==> src/rtl/fir_pkg.sv <==
// ---------------------------------------------------------------------------
// fir_pkg
// Shared definitions for the FIR filter datapath and its output buffer.
//   FIR_DW             : sample width produced by the filter
//   fir_sample_t       : one filter output sample
//   FIR_OUT_FIFO_DEPTH : default number of entries in the output buffer
// ---------------------------------------------------------------------------
package fir_pkg;

    localparam int FIR_DW             = 8;
    localparam int FIR_OUT_FIFO_DEPTH = 8;

    typedef logic [FIR_DW-1:0] fir_sample_t;

endpackage

==> src/rtl/fifo_regfile.sv <==
// ---------------------------------------------------------------------------
// fifo_regfile
// DEPTH x DW register array used as FIFO storage. One synchronous write
// port and one asynchronous (combinational) read port. Contents are not
// reset; the owning FIFO tracks which entries are meaningful.
// Ports:
//   clk   : write clock
//   we    : write enable
//   waddr : write address
//   wdata : write data
//   raddr : read address
//   rdata : read data, combinational from raddr
// ---------------------------------------------------------------------------
module fifo_regfile #(
    parameter int DW    = 8,
    parameter int DEPTH = 8,
    parameter int AW    = $clog2(DEPTH)
) (
    input  logic          clk,
    input  logic          we,
    input  logic [AW-1:0] waddr,
    input  logic [DW-1:0] wdata,
    input  logic [AW-1:0] raddr,
    output logic [DW-1:0] rdata
);

    logic [DW-1:0] mem [DEPTH];

    always_ff @(posedge clk) begin
        if (we) begin
            mem[waddr] <= wdata;
        end
    end

    assign rdata = mem[raddr];

endmodule

==> src/rtl/fir_out_fifo.sv <==
// ---------------------------------------------------------------------------
// fir_out_fifo
// Output buffer behind the FIR filter. Every valid filter sample is captured
// and offered downstream through a valid/ready handshake with first-word-
// fall-through timing. The filter cannot be stalled, so a sample arriving
// while the buffer is full (and nothing leaves that cycle) is dropped and a
// sticky overflow flag is raised.
// Ports:
//   CLK      : clock, rising edge
//   RST_n    : asynchronous active-low reset
//   DIN      : sample from the filter
//   VIN      : DIN valid (single-cycle, no upstream ready)
//   DOUT     : head-of-queue sample, 0 when empty
//   VOUT     : DOUT valid (not empty)
//   RDY      : consumer takes DOUT this cycle
//   LEVEL    : number of stored entries, 0..DEPTH
//   FULL     : LEVEL == DEPTH
//   OVF      : sticky "a sample was dropped" flag
//   CLR_OVF  : synchronous clear of OVF (and of DROP_CNT)
//   DROP_CNT : saturating dropped-sample count, only when
//              FIR_OUT_FIFO_DROPCNT_EN is defined
// ---------------------------------------------------------------------------
module fir_out_fifo
    import fir_pkg::*;
#(
    parameter int DW    = FIR_DW,
    parameter int DEPTH = FIR_OUT_FIFO_DEPTH,
    parameter int AW    = $clog2(DEPTH)
) (
    input  logic          CLK,
    input  logic          RST_n,
    input  logic [DW-1:0] DIN,
    input  logic          VIN,
    output logic [DW-1:0] DOUT,
    output logic          VOUT,
    input  logic          RDY,
    output logic [AW:0]   LEVEL,
    output logic          FULL,
    output logic          OVF,
    input  logic          CLR_OVF
`ifdef FIR_OUT_FIFO_DROPCNT_EN
    ,
    output logic [7:0]    DROP_CNT
`endif
);

    // Pointers carry one extra MSB so that equal low bits with differing
    // MSBs means full, and fully equal pointers means empty.
    logic [AW:0]   wr_ptr;
    logic [AW:0]   rd_ptr;
    logic          empty;
    logic          full;
    logic          push;
    logic          pop;
    logic          drop;
    logic [DW-1:0] rd_data;

    assign empty = (wr_ptr == rd_ptr);
    assign full  = (wr_ptr[AW] != rd_ptr[AW]) && (wr_ptr[AW-1:0] == rd_ptr[AW-1:0]);

    // A pop frees a slot in the same cycle, so a full buffer still accepts
    // a sample when the consumer is taking one.
    assign pop  = !empty && RDY;
    assign push = VIN && (!full || pop);
    assign drop = VIN && full && !pop;

    fifo_regfile #(
        .DW    (DW),
        .DEPTH (DEPTH),
        .AW    (AW)
    ) u_regfile (
        .clk   (CLK),
        .we    (push),
        .waddr (wr_ptr[AW-1:0]),
        .wdata (DIN),
        .raddr (rd_ptr[AW-1:0]),
        .rdata (rd_data)
    );

    // Empty entries are never shown downstream; DOUT reads as zero then.
    assign DOUT  = empty ? '0 : rd_data;
    assign VOUT  = !empty;
    assign FULL  = full;
    assign LEVEL = wr_ptr - rd_ptr;

    always_ff @(posedge CLK or negedge RST_n) begin
        if (!RST_n) begin
            wr_ptr <= '0;
            rd_ptr <= '0;
        end else begin
            if (push) begin
                wr_ptr <= wr_ptr + 1'b1;
            end
            if (pop) begin
                rd_ptr <= rd_ptr + 1'b1;
            end
        end
    end

    // A drop takes priority over a clear in the same cycle so that no
    // lost sample can go unreported.
    always_ff @(posedge CLK or negedge RST_n) begin
        if (!RST_n) begin
            OVF <= 1'b0;
        end else if (drop) begin
            OVF <= 1'b1;
        end else if (CLR_OVF) begin
            OVF <= 1'b0;
        end
    end

`ifdef FIR_OUT_FIFO_DROPCNT_EN
    // Saturating drop counter; a drop coinciding with a clear restarts the
    // count at one.
    always_ff @(posedge CLK or negedge RST_n) begin
        if (!RST_n) begin
            DROP_CNT <= 8'd0;
        end else if (drop) begin
            if (CLR_OVF) begin
                DROP_CNT <= 8'd1;
            end else if (DROP_CNT != 8'hFF) begin
                DROP_CNT <= DROP_CNT + 8'd1;
            end
        end else if (CLR_OVF) begin
            DROP_CNT <= 8'd0;
        end
    end
`endif

endmodule

==> config.mk <==
export PLATFORM = sky130hd
export DESIGN_NAME = fir_out_fifo
export DESIGN_NICKNAME = d
export VERILOG_FILES = /design/src/rtl/fir_pkg.sv /design/src/rtl/fifo_regfile.sv /design/src/rtl/fir_out_fifo.sv
export SDC_FILE = /design/constraint.sdc
export NUM_CORES = 1
export LEC_CHECK = 0
export CORE_MARGIN = 8
export CORE_UTILIZATION = 55
export CTS_BUF_LIST = sky130_fd_sc_hd__clkbuf_4 sky130_fd_sc_hd__clkbuf_8
export CTS_CLUSTER_SIZE = 24
export DETAILED_ROUTE_END_ITERATION = 12
export GPL_TIMING_DRIVEN = 0
export HOLD_SLACK_MARGIN = 0.02
export PLACE_DENSITY_LB_ADDON = 0.12
export SETUP_SLACK_MARGIN = 0.2
export SLEW_MARGIN = 20
export SYNTH_ARGS = -nofsm -noshare
export SYNTH_HDL_FRONTEND = slang
export SYNTH_HIERARCHICAL = 1
export SYNTH_SLANG_ARGS = --single-unit
==> constraint.sdc <==
create_clock -name CLK -period 3.7 [get_ports CLK]
set_clock_uncertainty 0.1 [all_clocks]
set_input_delay 0.555 -clock CLK [delete_from_list [all_inputs] [get_ports CLK]]
set_output_delay 0.555 -clock CLK [all_outputs]
set_load 0.005 [all_outputs]
Word level (Yosys, flattened, before mapping)
Memory sizes are Yosys's and may differ from the RTL's.
Cells that the tools add are included.
Storage, ports and cells
  flip-flop bits (word level): 9
  memory bits (writable): 64
  input port bits: 13
  output and inout port bits: 15
  memories kept: 1
Cells by class
  add/sub/neg operators: 3
  eq/ne operators: 3
  muxes and demuxes: 5
  reduce and logical (&&, ||, !) cells: 10
Memory list
  u_regfile.mem: depth 8, bits a word 8, read ports 1, clocked after Yosys merged registers in 0, wr ports 1, RTL line fifo_regfile.sv:27  | logic [DW-1:0] mem [DEPTH];
Operators by type and width (number)
  $add A4 B1 Y4 const B: 2
  $mux W8: 1
  $logic_and A1 B1 Y1: 5
  $eq A4 B4 Y1: 1
  $mux W1: 4
  $sub A4 B4 Y4: 1
  $eq A3 B3 Y1: 1
  $logic_not A1 Y1: 3
  $reduce_bool A2 Y1: 1
  $logic_or A1 B1 Y1: 1
  $ne A1 B1 Y1: 1

Depth between registers and ports, before layout
  depth after elaboration: 7
  gate-level depth with buffers: 6
  gate-level depth less buffers: 6

Modules after synthesis
Netlist, hierarchy kept.
By module, submodules not included
  fifo_regfile: times used 1, cells an instance 106, area an instance 2531.2 um^2, sequential area each 1921.8 um^2
  fir_out_fifo: times used 1, cells an instance 58, area an instance 600.6 um^2, sequential area each 225.2 um^2

Least setup slack after synthesis
OpenSTA, ideal clock, no wires.
  path kind: register to register
  start point: register wr_ptr[0]
  end point: memory u_regfile.mem[0][0] (enable)
  arrival: 1.810 ns
  data required time: 3.217 ns
  slack: 1.406 ns
  cell stages (with the launch flop): 7
  buffers on the path: 0
  clock period less this slack: 2.294 ns
  cell sequence: dfrtp_1 > inv_1 > ha_1 > nand3_1 > o31a_4 > nand2b_1 > nor3_1
Between the ends
  word-level cells in the longest chain between the ends: 7
Ends and longest elaborated chain
  from (decl): RTL line fir_out_fifo.sv:49  | logic [AW:0] wr_ptr;
  from (signal assigned): RTL line fir_out_fifo.sv:92  | wr_ptr <= wr_ptr + 1'b1;
  $eq A4 B4 Y1 or $eq A3 B3 Y1 (tied branches): RTL line fir_out_fifo.sv:58, fir_out_fifo.sv:59
  $logic_not A1 Y1 or $logic_and A1 B1 Y1 (tied branches): RTL line fir_out_fifo.sv:63, fir_out_fifo.sv:59
  $logic_and A1 B1 Y1 or $logic_not A1 Y1 (tied branches): RTL line fir_out_fifo.sv:63, fir_out_fifo.sv:64
  $logic_or A1 B1 Y1 *: RTL line fir_out_fifo.sv:64  | assign push = VIN && (!full || pop);
  $logic_and A1 B1 Y1 *: RTL line fir_out_fifo.sv:64
  via push: RTL line fir_out_fifo.sv:53  | logic push;
  $mux W1 *: RTL line fifo_regfile.sv:30  | if (we) begin
  $mux W1 (implied by the code) *: RTL line fifo_regfile.sv:31  | mem[waddr] <= wdata;
  to (decl): RTL line fifo_regfile.sv:27
Mark *: on every way through the listed nets, which the timed path passes. The rest lies on a longest branch.

Worst setup path after layout
  start point: register rd_ptr[2]
  end point: output DOUT[6]
Between the ends
  word-level cells in the longest chain between the ends: 2
Ends and longest elaborated chain
  from (decl): RTL line fir_out_fifo.sv:50  | logic [AW:0] rd_ptr;
  from (signal assigned): RTL line fir_out_fifo.sv:95  | rd_ptr <= rd_ptr + 1'b1;
  $mem_v2 Z8 W8
  via rd_data[6]: RTL line fir_out_fifo.sv:56  | logic [DW-1:0] rd_data;
  $mux W8: RTL line fir_out_fifo.sv:81  | assign DOUT = empty ? '0 : rd_data;
  to (decl): RTL line fir_out_fifo.sv:34  | output logic [DW-1:0] DOUT,
The timed path passes the listed nets, and every way through them passes these cells.

==> summary.md <==
| Metric | Value |
|---|---|
| Status | `finished, final reports clean` |
| Initial antenna violation count | `0` |
| Core area | `0.005507 mm2` |
| Hold slack final | `0.4143 ns` |
| CP Data Arrival Time | `2.65 ns` |
| Clock sink count | `73` |
| Die area | `0.008365 mm2` |
| Endpoints failing hold | `0` |
| Final WL | `5959 um` |
| Routing usage on met2 | `0.2443` |
| Number of synthesized flops with an enable pin | `64` |
| Dominant cell type by area after synthesis | `edfxtp_1` |
| Max Cap Violations | `0` |
| Post-synthesis average cell area | `19.10 um2` |
| Startpoint Class | `flip-flop` |
| Peak VDD IR | `0.5528 mV` |
| Area occupied by multi-input gates | `915.9 um2` |
| Worst Hold Class | `flip-flop to flip-flop` |
| Grt total ovfl | `0` |
| Largest net degree at the start of global routing | `13` |
| Tot GR Track Use | `0.1488` |
| Setup_tns | `0 ns` |
| Clk Latency, worst-skew pair | `0.34 ns` |
| Hold path startpoint | `rd_ptr[2]` |
| RD Place Congestion | `0.7904` |
| Power Dens Cells | `849.8 mW/mm2` |
| Setup CP Type | `flip-flop to primary output` |
| Slowest stage delay, CP | `0.44 ns` |
| DR vias | `1632` |
| Reg area | `0.002147 mm2` |
| CP max stage cell | `clkdlybuf4s50_1` |
| Met1 global-route usage | `0.1731` |
| Post-Syn Nets | `183` |
| Area Growth Syn to Fin | `18.74%` |
| Netlist cell types | `30` |
| Leakage | `1.324 nW` |
| # H-tree levels | `3` |
| Commonest cells after routing, fill and taps aside | `edfxtp_1 (64), clkdlybuf4s50_1 (27), mux4_1 (15)` |
| Prevailing post-synth register cell | `edfxtp_1` |
| WP data required | `3.04 ns` |
| Share of the yosys chip area belonging to registers | `0.6856` |
| Std cell rows | `27` |
| Fmax | `302.6 MHz` |
| Final net count | `222` |
| Max Slew Vio Count | `0` |
| Mean number of vias per cell | `5.829` |
| R2R Path Start | `wr_ptr[0]` |
| TritonCTS clock tree | `done` |
| Mapped cell area | `0.003132 mm2` |
| Hpwl dp | `3871 um` |
| Vias in the first global route | `1755` |
| I/O Buffers | `27` |
| Yosys top cell area share | `0.6137` |
| # Post-CTS Setup Buffers | `0` |
| Avg WL per Cell | `21.28 um` |
| Worst Path Max Fanout | `10` |
| I/O pin count | `28` |
| Initial Utilization | `0.5687` |
| Synth top area cells | `edfxtp_1 (61%), mux4_1 (13%), dfrtp_1 (7.2%), mux2_2 (3.2%), ha_1 (2.0%)` |
| RSZ-0062 raised after global routing | `false` |
| Synth async-reset ratio | `0.1233` |
| Relative max-transition margin | `0.2477` |
| Die Height | `91.46 um` |
| Number of fill cells | `365` |
| Post-Syn Instances | `164` |
| Cts repair resizes | `0` |
| Clock Root Buffer | `clkbuf_8` |
| Critical Path Start | `rd_ptr[2]` |
| Worst setup EP type | `primary output` |
| Drt initial violations | `118` |
| Worst Tran Pin Value | `1.124 ns` |
| Width of the die | `91.46 um` |
| Synth warn | `6` |
| Final antenna-violating net count | `0` |
| First drt pass iteration count | `5` |
| Ant. Diodes | `0` |
| Layout cells sized above 1 | `0.1683` |
| Hold-fix buffers, CTS | `0` |
| Fin crit share | `0.8932` |
| CTS max path bufs | `2` |
| Yosys reg bits | `73` |
| Most common cell after layout, fill and taps aside | `edfxtp_1` |
| First-pass GRT wire length | `9004 um` |
| Cell Chain, Critical Path | `clkbuf_1 > buf_2 > mux4_1 > mux2_2 > and2_1 > clkdlybuf4s50_1` |
| Top Usage Layer GRT | `met2` |
| GR Layer Usage met3 | `0.03374` |
| Clk slew on worst S/H paths | `0.07 ns` |
| Crit path time final | `3.305 ns` |
| Inserted Clock Buffers | `9` |
| Drc violations | `0` |
| Final setup vio count | `0` |
==> cells by family (layout without fill, tap and decap cells) <==
| logic type | count (synthesis) | after routing | share of synthesized area |
|---|---|---|---|
| muxes | 25 | 25 | 0.1654 |
| DFF | 73 | 73 | 0.6856 |
| and+or+nand+nor | 32 | 32 | 0.05713 |
| adders and majority gates | 6 | 6 | 0.02637 |
| xor gates and xnor gates | 9 | 9 | 0.02757 |
| buffers and inverters | 14 | 58 | 0.02517 |
| AOI/OAI and AO/OA | 5 | 5 | 0.01279 |
==> through the flow <==
step / util / setup slack (ns) / area, um2 / power, mW / cells
2_1_floorplan: - / 1.406 / 3132 / 1.932 / 164
3_3_place_gp: 0.6342 / 0.6078 / 3492 / 2.489 / 263
3_5_place_dp: 0.6374 / 0.7124 / 3510 / 2.550 / 264
4_1_cts: 0.6753 / 0.3429 / 3719 / 3.200 / 280
5_1_grt: 0.6753 / 0.2400 / 3719 / 3.339 / 280
6_report: 0.6753 / 0.3950 / 3719 / 3.160 / 280
==> worst paths after layout <==
check	to	slack, ns	cells after the start
max	DOUT[6]	0.40	6
min reg2reg	rd_ptr[2]	0.41	1
max in group asynchronous	OVF	2.78	1
min	rd_ptr[2]	0.41	1
max reg2reg	u_regfile/mem[3][1]	0.91	6
min in group asynchronous	wr_ptr[0]	0.42	1
==> power by group <==
| group | internal (mW) | switching, mW |
|---|---|---|
| sequential | 1.06 | 0.0967 |
| clock | 0.372 | 0.272 |
| combinational | 0.784 | 0.577 |
==> state kept, by name (all words and copies together), names as in the netlist <==
name,count
u_regfile/mem,64
rd_ptr,4
wr_ptr,4
OVF,1
==> routing by layer <==
layer / wire length, um / part of all wire
met5: 0 / 0
met4: 151 / 0.025
met3: 256 / 0.043
met2: 3172 / 0.53
met1: 2379 / 0.40
==> synthesized netlist by cell type (2+ instances only) <==
library cell   n
nand2b_1       3
dfrtp_1        9
nor2_1         7
inv_1          8
and2_1         8
nor3_1         2
nand2_1        6
mux2_2         9
xnor2_1        7
o21ai_0        2
mux4_1        15
nand3_1        2
ha_1           5
edfxtp_1      64
buf_2          2
==> worst max-delay path: cells and delay by family, from the launching register on <==
family,cells,cell delay (ns)
muxes,2,0.63
DFF,1,0.39
and+or+nand+nor,1,0.14
buffers and inverters,3,1.16
==> layout make-up <==
type	instances	share of cell area
clock inverter	7	0.02288
inverter	8	0.008075
sequential	73	0.5774
timing repair buffer	28	0.07470
clock buffer	9	0.03331
tap	72	0.02423
multi-input combinational	77	0.2463
buffer	6	0.01312
Note: power is estimated with default switching activity, not from simulation.
